[src/rtl/switch_poll_ctrl.sv]
// switch_poll_ctrl: periodic switch poller with debounce, edge capture, irq and a CPU register port (optional debounce: SWITCH_POLL_DEBOUNCE_EN)
module switch_poll_ctrl #(
    parameter int WIDTH          = 18,
    parameter int DEBOUNCE_COUNT = 4,
    parameter int PERIOD_RESET   = 50000
) (
    input  logic             clk,
    input  logic             reset,
    output logic [1:0]       sw_address,
    input  logic [WIDTH-1:0] sw_readdata,
    input  logic [1:0]       s_address,
    input  logic             s_read,
    input  logic             s_write,
    input  logic [31:0]      s_writedata,
    output logic [31:0]      s_readdata,
    output logic             irq
);
    typedef enum logic [1:0] {IDLE, ISSUE, CAPTURE, UPDATE} state_t;

    state_t           state;
    logic [15:0]      timer;
    logic [15:0]      period;
    logic [15:0]      reload;
    logic [WIDTH-1:0] sample;
    logic [WIDTH-1:0] stable;
    logic [WIDTH-1:0] stable_nxt;
    logic [WIDTH-1:0] edge_capture;
    logic [WIDTH-1:0] irq_mask;
    logic [WIDTH-1:0] wr_clr;
    logic [31:0]      rd_mux;
    logic             unused_wd;

    assign reload    = (period == 16'd0) ? 16'd0 : period - 16'd1;
    assign wr_clr    = (s_write && s_address == 2'd1) ? s_writedata[WIDTH-1:0] : '0;
    assign irq       = |(edge_capture & irq_mask);
    assign unused_wd = ^s_writedata;

`ifdef SWITCH_POLL_DEBOUNCE_EN
    logic [WIDTH-1:0] candidate;
    logic [WIDTH-1:0] cand_nxt;
    logic [3:0]       count;
    logic [3:0]       count_nxt;

    // Track how long the latest sample has persisted and promote it once seen often enough
    always_comb begin
        cand_nxt   = candidate;
        count_nxt  = count;
        stable_nxt = stable;
        if (state == UPDATE) begin
            cand_nxt   = sample;
            count_nxt  = (sample != candidate) ? 4'd1 : (count == 4'(DEBOUNCE_COUNT)) ? count : count + 4'd1;
            stable_nxt = (count_nxt == 4'(DEBOUNCE_COUNT)) ? cand_nxt : stable;
        end
    end

    // Debounce candidate and its saturating match count
    always_ff @(posedge clk or posedge reset) begin
        if (reset) begin
            candidate <= '0;
            count     <= '0;
        end else begin
            candidate <= cand_nxt;
            count     <= count_nxt;
        end
    end
`else
    assign stable_nxt = (state == UPDATE) ? sample : stable;
`endif

    // Poll sequencer: wait out the period, present address 0, capture the data, then publish it
    always_ff @(posedge clk or posedge reset) begin
        if (reset) begin
            state      <= IDLE;
            timer      <= 16'(PERIOD_RESET - 1);
            sw_address <= 2'b11;
            sample     <= '0;
            stable     <= '0;
        end else begin
            stable <= stable_nxt;
            case (state)
                IDLE: begin
                    timer      <= (timer == 16'd0) ? reload : timer - 16'd1;
                    state      <= (timer == 16'd0) ? ISSUE : IDLE;
                    sw_address <= (timer == 16'd0) ? 2'b00 : 2'b11;
                end
                ISSUE: begin
                    state      <= CAPTURE;
                    sw_address <= 2'b11;
                end
                CAPTURE: begin
                    state  <= UPDATE;
                    sample <= sw_readdata;
                end
                default: state <= IDLE;
            endcase
        end
    end

    // Read mux always reflects register contents before any same-cycle write
    always_comb
        rd_mux = (s_address == 2'd0) ? 32'(stable) :
                 (s_address == 2'd1) ? 32'(edge_capture) :
                 (s_address == 2'd2) ? 32'(irq_mask) : {16'd0, period};

    // CPU registers; a fresh edge wins over a same-cycle write-1-to-clear
    always_ff @(posedge clk or posedge reset) begin
        if (reset) begin
            edge_capture <= '0;
            irq_mask     <= '0;
            period       <= 16'(PERIOD_RESET);
            s_readdata   <= '0;
        end else begin
            edge_capture <= (edge_capture & ~wr_clr) | (stable ^ stable_nxt);
            if (s_write && s_address == 2'd2) irq_mask <= s_writedata[WIDTH-1:0];
            if (s_write && s_address == 2'd3) period <= s_writedata[15:0];
            if (s_read) s_readdata <= rd_mux;
        end
    end
endmodule

[config.mk]
export PLATFORM = sky130hd
export DESIGN_NAME = switch_poll_ctrl
export DESIGN_NICKNAME = d
export VERILOG_FILES = /design/src/rtl/switch_poll_ctrl.sv
export SDC_FILE = /design/constraint.sdc
export NUM_CORES = 1
export LEC_CHECK = 0
export CAP_MARGIN = 20
export CORE_MARGIN = 3
export CORE_UTILIZATION = 33
export CTS_BUF_LIST = sky130_fd_sc_hd__clkbuf_4 sky130_fd_sc_hd__clkbuf_8 sky130_fd_sc_hd__clkbuf_16
export DETAILED_ROUTE_END_ITERATION = 10
export PLACE_DENSITY = 0.56
export SETUP_SLACK_MARGIN = 0.4
export SLEW_MARGIN = 25
export SYNTH_ARGS = -nofsm -noshare
export SYNTH_HDL_FRONTEND = slang
export SYNTH_SLANG_ARGS = --single-unit
[constraint.sdc]
create_clock -name clk -period 4.5 [get_ports clk]
set_input_delay 0.9 -clock clk [delete_from_list [all_inputs] [get_ports clk]]
set_output_delay 0.9 -clock clk [all_outputs]
set_load 0.05 [all_outputs]
**Word-level counts from Yosys, hierarchy flattened**

Cells that the tools add are included.

- Register bits after elaboration: 140
- Input bits: 56
- Output and inout port bits: 35
- Word-level logic and storage cells: 42

- $add $sub $neg: 2
- Equal/unequal tests: 6
- Mux-type cells: 11
- Bitwise logic cells: 5
- Reduce and logical (&&, ||, !) cells: 9

Operators with widths:

| kind | count |
|---|---|
| 18-bit two-way mux | 5 |
| 18-bit AND | 2 |
| 16-bit logical NOT | 2 |
| 16-bit two-way mux | 2 |
| 16-bit by 1-bit subtractor with 16-bit output (second input constant) | 2 |
| 18-bit inverter | 1 |
| 18-bit bitwise OR | 1 |
| 18-bit OR reduction | 1 |
| 18-bit bitwise XOR | 1 |
| 2-bit == test (second input constant) | 4 |
| 2-bit one-hot mux with 3 select lines | 1 |
| 2-bit by 1-bit == test with 1-bit output (second input constant) | 2 |
| 2-bit logical NOT | 2 |
| 2-bit one-hot mux with 2 select lines | 1 |
| 1-bit logical AND | 3 |
| 2-bit two-way mux | 1 |
| 2-bit nonzero test | 1 |
| 1-bit two-way mux | 1 |

**Depth between registers and ports, before layout**

- Depth in word-level cells: 6
- Mapped depth: 8
- Gate-level depth less buffers: 7

**Worst setup path after synthesis**

OpenSTA, ideal clock, no wires.

- Kind: register -> register
- From: reg period[7]
- To: reg timer[8]
- Library setup time: 0.083 ns
- Arrival time: 2.421 ns
- Slack: 1.995 ns
- Cell stages (with the launch flop): 7
- Clock period less this slack: 2.505 ns
- Cell sequence: dfrtp_1 or4_4 or4_4 or4_4 buf_6 and2_4 a221o_1

- Cells in the longest elaborated chain, start to end: 3
- Elaborated cells on any way between the ends: 4
- Classes of those cells: 1 x add/sub; 2 x mux; 1 x reduce/logical

RTL lines:

| item | RTL line | source |
|---|---|---|
| from (decl) | 22 | `logic [15:0] period;` |
| from (signal assigned) | 110 | `period <= 16'(PERIOD_RESET);` |
| from (signal assigned) | 115 | `if (s_write && s_address == 2'd3) period <= s_writedata[15:0];` |
| 16-bit by 1-bit subtractor with 16-bit output or 16-bit logical NOT (tied branches) | 33 | `assign reload = (period == 16'd0) ? 16'd0 : period - 16'd1;` |
| 16-bit two-way mux * | 33 |  |
| 16-bit two-way mux * | 82 | `timer <= (timer == 16'd0) ? reload : timer - 16'd1;` |
| to (signal assigned) | 74 | `timer <= 16'(PERIOD_RESET - 1);` |
| to (signal assigned) | 82 |  |
| to (decl) | 21 | `logic [15:0] timer;` |

Every way passes the cells marked *; elsewhere a longest branch is shown, timed or not.
A chain may end at the register's enable or synchronous reset.

**Worst setup path in the final report**

- From: reg edge_capture[11]
- To: out irq

- Cells in the longest elaborated chain, start to end: 2

RTL lines:

| item | RTL line | source |
|---|---|---|
| from (decl) | 27 | `logic [WIDTH-1:0] edge_capture;` |
| from (signal assigned) | 113 | `edge_capture <= (edge_capture & ~wr_clr) \| (stable ^ stable_nxt);` |
| 18-bit AND | 35 | `assign irq = \|(edge_capture & irq_mask);` |
| 18-bit OR reduction | 35 |  |
| to (decl) | 16 | `output logic irq` |

Every way passes these cells.

==> impl_metrics.csv <==
group,metric,value,unit
timing,slew-limit-headroom,40.61,%
grt,grt_max_degree,87,
clock_tree,cts.sink_count,125,
critical_path,worstReg2RegStart,"period[7]$_DFFE_PP0P_",
critical_path,critPathArrivalTime,2.47,ns
synth,synth_top_family_by_area,"multiplexers",
synth,ys_seq_elements,125,
critical_path,critPathLaunch,"edge_capture[11]$_DFF_PP0_",
job,max_cap_viol_count,0,
floorplan,boundaryPins,91,
critical_path,critPathMaxStageDelay,0.72,ns
synth,synth_warnings,0,
synth,portion_of_netlist_area_occupied_by_mux_cells,22.90,%
min_path,min-delay-path-class,"flop to flop",
layout,final_util,42.21,%
floorplan,die_height,142.7,um
layout,stdcell_count,803,
synth,syn-cell-area,6170,um^2
routing,ant_nets,0,
synth,synthCells,492,
grt,gr-usage-all-layers,15.18,%
power_and_ir_drop,power_density,673.4,nW/um^2
critical_path,critPathCapture,"irq",
placed_design,numPortBuffers,62,
power_and_ir_drop,static_leak,3.049,nW
timing,fin_worst_hold_slack,0.5008,ns
clock_tree,hold_buffers,0,
synth,yosysSeqAreaShare,51.02,%
critical_path,type_of_the_setup_path_with_the_least_slack,"flop to output port",
routing,drtPass1Iterations,4,
timing,clock.fmax,0.2965,GHz
routing,detail_route.wl_per_cell,18.12,um
floorplan,floorplan.die_area,20370,um^2
placed_design,detailedPlacementHpwl,10160,um
synth,synth-edff-count,0,
timing,total_negative_setup_slack,0,ns
routing,drc_errors,0,
critical_path,r2r_setup_slack,1.90,ns
synth,area_share_of_and_or_nand_nor_cells_after_synthesis,9.146,%
floorplan,design.core.area,18150,um^2
placed_design,globalplace.congestion,0.8457,
critical_path,timing.critical_path.cells,"a22o_1, a221oi_1, and3_1, nand4_1, clkdlybuf4s50_1",
clock_tree,cts_buffers,17,
timing,finalHoldViolCount,0,
timing,final-max-slew-violation-count,0,
layout,syn_to_final_growth,24.15,%
floorplan,initial_core_util,34.00,%
timing,number_of_setup_violations_in_the_final_report,0,
synth,synth_xor_xnor_area_share,4.259,%
grt,first_global_vias,4275,
layout,final_design_area_no_fill,7660,um^2
routing,dr_total_vias,4185,
routing,via_density_per_instance,5.212,
critical_path,critical_path_peak_fanout,3,
status,run_status,"complete, no violations",
critical_path,end_kind,"output port",
floorplan,rows,49,
clock_tree,cts_max_path_buffers,2,
timing,period_minus_slack,3.373,ns
synth,synth_ff_type,"sky130_fd_sc_hd__dfrtp_1",
critical_path,critical_path.slowest_cell,"sky130_fd_sc_hd__clkdlybuf4s50_1",
synth,synth.avg_cell_area,12.54,um^2
clock_tree,cts.htree.levels,4,
layout,drive_above_1_share,29.27,%
timing,fin_crit_sh,74.95,%
critical_path,crit_start_category,"flop",
floorplan,fp.dieW,142.7,um
grt,grt.overflow.total,0,
routing,detailedRoute.firstIterationViolations,227,
clock_tree,cts.repair.resized,0,
power_and_ir_drop,worst_supply_voltage_drop_on_vdd,0.0003304,V
synth,synth_cell_type_count,50,
clock_tree,cts.clk_slew.worst_paths,0.06,ns
critical_path,worstPathRequired,3.60,ns
timing,worst_pin_slew,0.8909,ns
critical_path,rr_worst_depth,5,
routing,wl,14550,um
placed_design,placed_cells_incl_taps,770,
layout,number_of_antenna_repair_diodes,0,
synth,synth_adder_area_share,1.217,%
critical_path,reg2reg_to,"timer[8]$_DFFE_PP1P_",
grt,initial_antenna_violation_count,0,
timing,timing.clock.skew,0.008889,ns
layout,commonest_cells_after_routing_fill_and_taps_aside,"sky130_fd_sc_hd__dfrtp_1 (109), sky130_fd_sc_hd__mux2_2 (86), sky130_fd_sc_hd__clkdlybuf4s50_1 (61)",
layout,final_net_count,623,
clock_tree,clk_tree_root_cell,"sky130_fd_sc_hd__clkbuf_16",
grt,wire_length_of_the_first_global_routing_pass,23920,um
clock_tree,postCtsSetupBuffers,0,
synth,synth_compound_area_share,7.564,%
clock_tree,tritoncts_clock_tree,"yes",
synth,ys_async_sr_fraction,100.0,%
layout,layout_commonest_cell,"sky130_fd_sc_hd__dfrtp_1",
clock_tree,clk_latency,0.42,ns
placed_design,placed_cell_area,7009,um^2
timing,grt_setup_unrepaired,"false",
-- per-layer routing --
metal / share of wire (%) / vias to the layer above / track usage [%]
li1: - / 1931 / -
met1: 47 / 2135 / 20.40
met2: 49 / 106 / 24.41
met3: 4.1 / 13 / 3.885
met4: 0.86 / 0 / 4.352
met5: 0 / - / 0
-- cell usage after synthesis, drive strengths merged (3+ instances only) --
library cell / number / area, um^2
ha: 6 / 75.07
dfstp: 16 / 420.4
a22o: 21 / 183.9
a21oi: 17 / 85.08
nand3b: 4 / 30.03
mux4: 16 / 364.1
o21ai: 11 / 55.05
nor3: 18 / 90.09
or3: 4 / 26.28
nor2b: 3 / 18.77
nor4: 6 / 37.54
dfrtp: 109 / 2728
mux2i: 8 / 80.08
inv: 11 / 41.29
and2: 4 / 28.78
xnor2: 6 / 52.55
a22oi: 3 / 22.52
nand3: 7 / 35.03
nand2: 32 / 120.1
a221oi: 3 / 26.28
xor2: 24 / 210.2
nand4: 3 / 18.77
nor4b: 3 / 26.28
mux2: 86 / 968.4
buf: 20 / 138.9
clkbuf: 15 / 56.30
nor2: 14 / 52.55
a211oi: 3 / 22.52
or4: 6 / 57.55
-- flip-flops by register name, indices dropped and copies added (netlist names) --
name,count
timer,16
stable,18
sw_address,1
period,16
sample,18
irq_mask,18
edge_capture,18
s_readdata,18
state,2
-- logic make-up after synthesis --
logic type	count (synthesis)
other	1
buffers and inverters	46
AO/OA/AOI/OAI	67
adder cells (fa/ha/maj)	6
flip-flops	125
AND/OR/NAND/NOR	107
XOR/XNOR	30
multiplexers	110
-- critical path, delay by kind of cell (launching register included) --
kind / cells / cell delay (ns)
buffers and inverters: 1 / 0.72
flip-flops: 1 / 0.44
AND/OR/NAND/NOR: 2 / 0.36
AO/OA/AOI/OAI: 2 / 0.53
-- stage by stage --
stage          power (mW)  setup WS (ns)
2_1_floorplan       3.202          1.995
5_1_grt             5.474          1.037
3_3_place_gp        3.675          1.308
6_report            5.158          1.127
4_1_cts             5.217          1.061
3_5_place_dp        3.726          1.324
-- power by group --
part | switching [mW] | internal [mW]
combinational | 0.827 | 0.838
sequential | 0.421 | 1.61
clock | 0.517 | 0.942
-- worst min-delay path by stage --
stage | startpoint | endpoint | slack (ns) | cells after the start
final | timer[1]$_DFFE_PP1P_ | timer[1]$_DFFE_PP1P_ | 0.50 | 2
after global routing | s_readdata[5]$_DFFE_PP0P_ | s_readdata[5]$_DFFE_PP0P_ | 0.53 | 1
after CTS | timer[1]$_DFFE_PP1P_ | timer[1]$_DFFE_PP1P_ | 0.50 | 2
after detailed placement | timer[1]$_DFFE_PP1P_ | timer[1]$_DFFE_PP1P_ | 0.49 | 2
after global placement | timer[1]$_DFFE_PP1P_ | timer[1]$_DFFE_PP1P_ | 0.48 | 2
after floorplan | timer[1]$_DFFE_PP1P_ | timer[1]$_DFFE_PP1P_ | 0.47 | 2
-- layout make-up --
cell class	instances	area, um^2
well taps	229	286.5
fillers	1701	10490
clock inverters	14	191.4
flip-flops and latches	125	3148
multi-input cells	334	2834
inverters	11	45.04
repair buffers	72	715.7
clock buffers	18	439.2
Note: power is estimated with default switching activity, not from simulation.
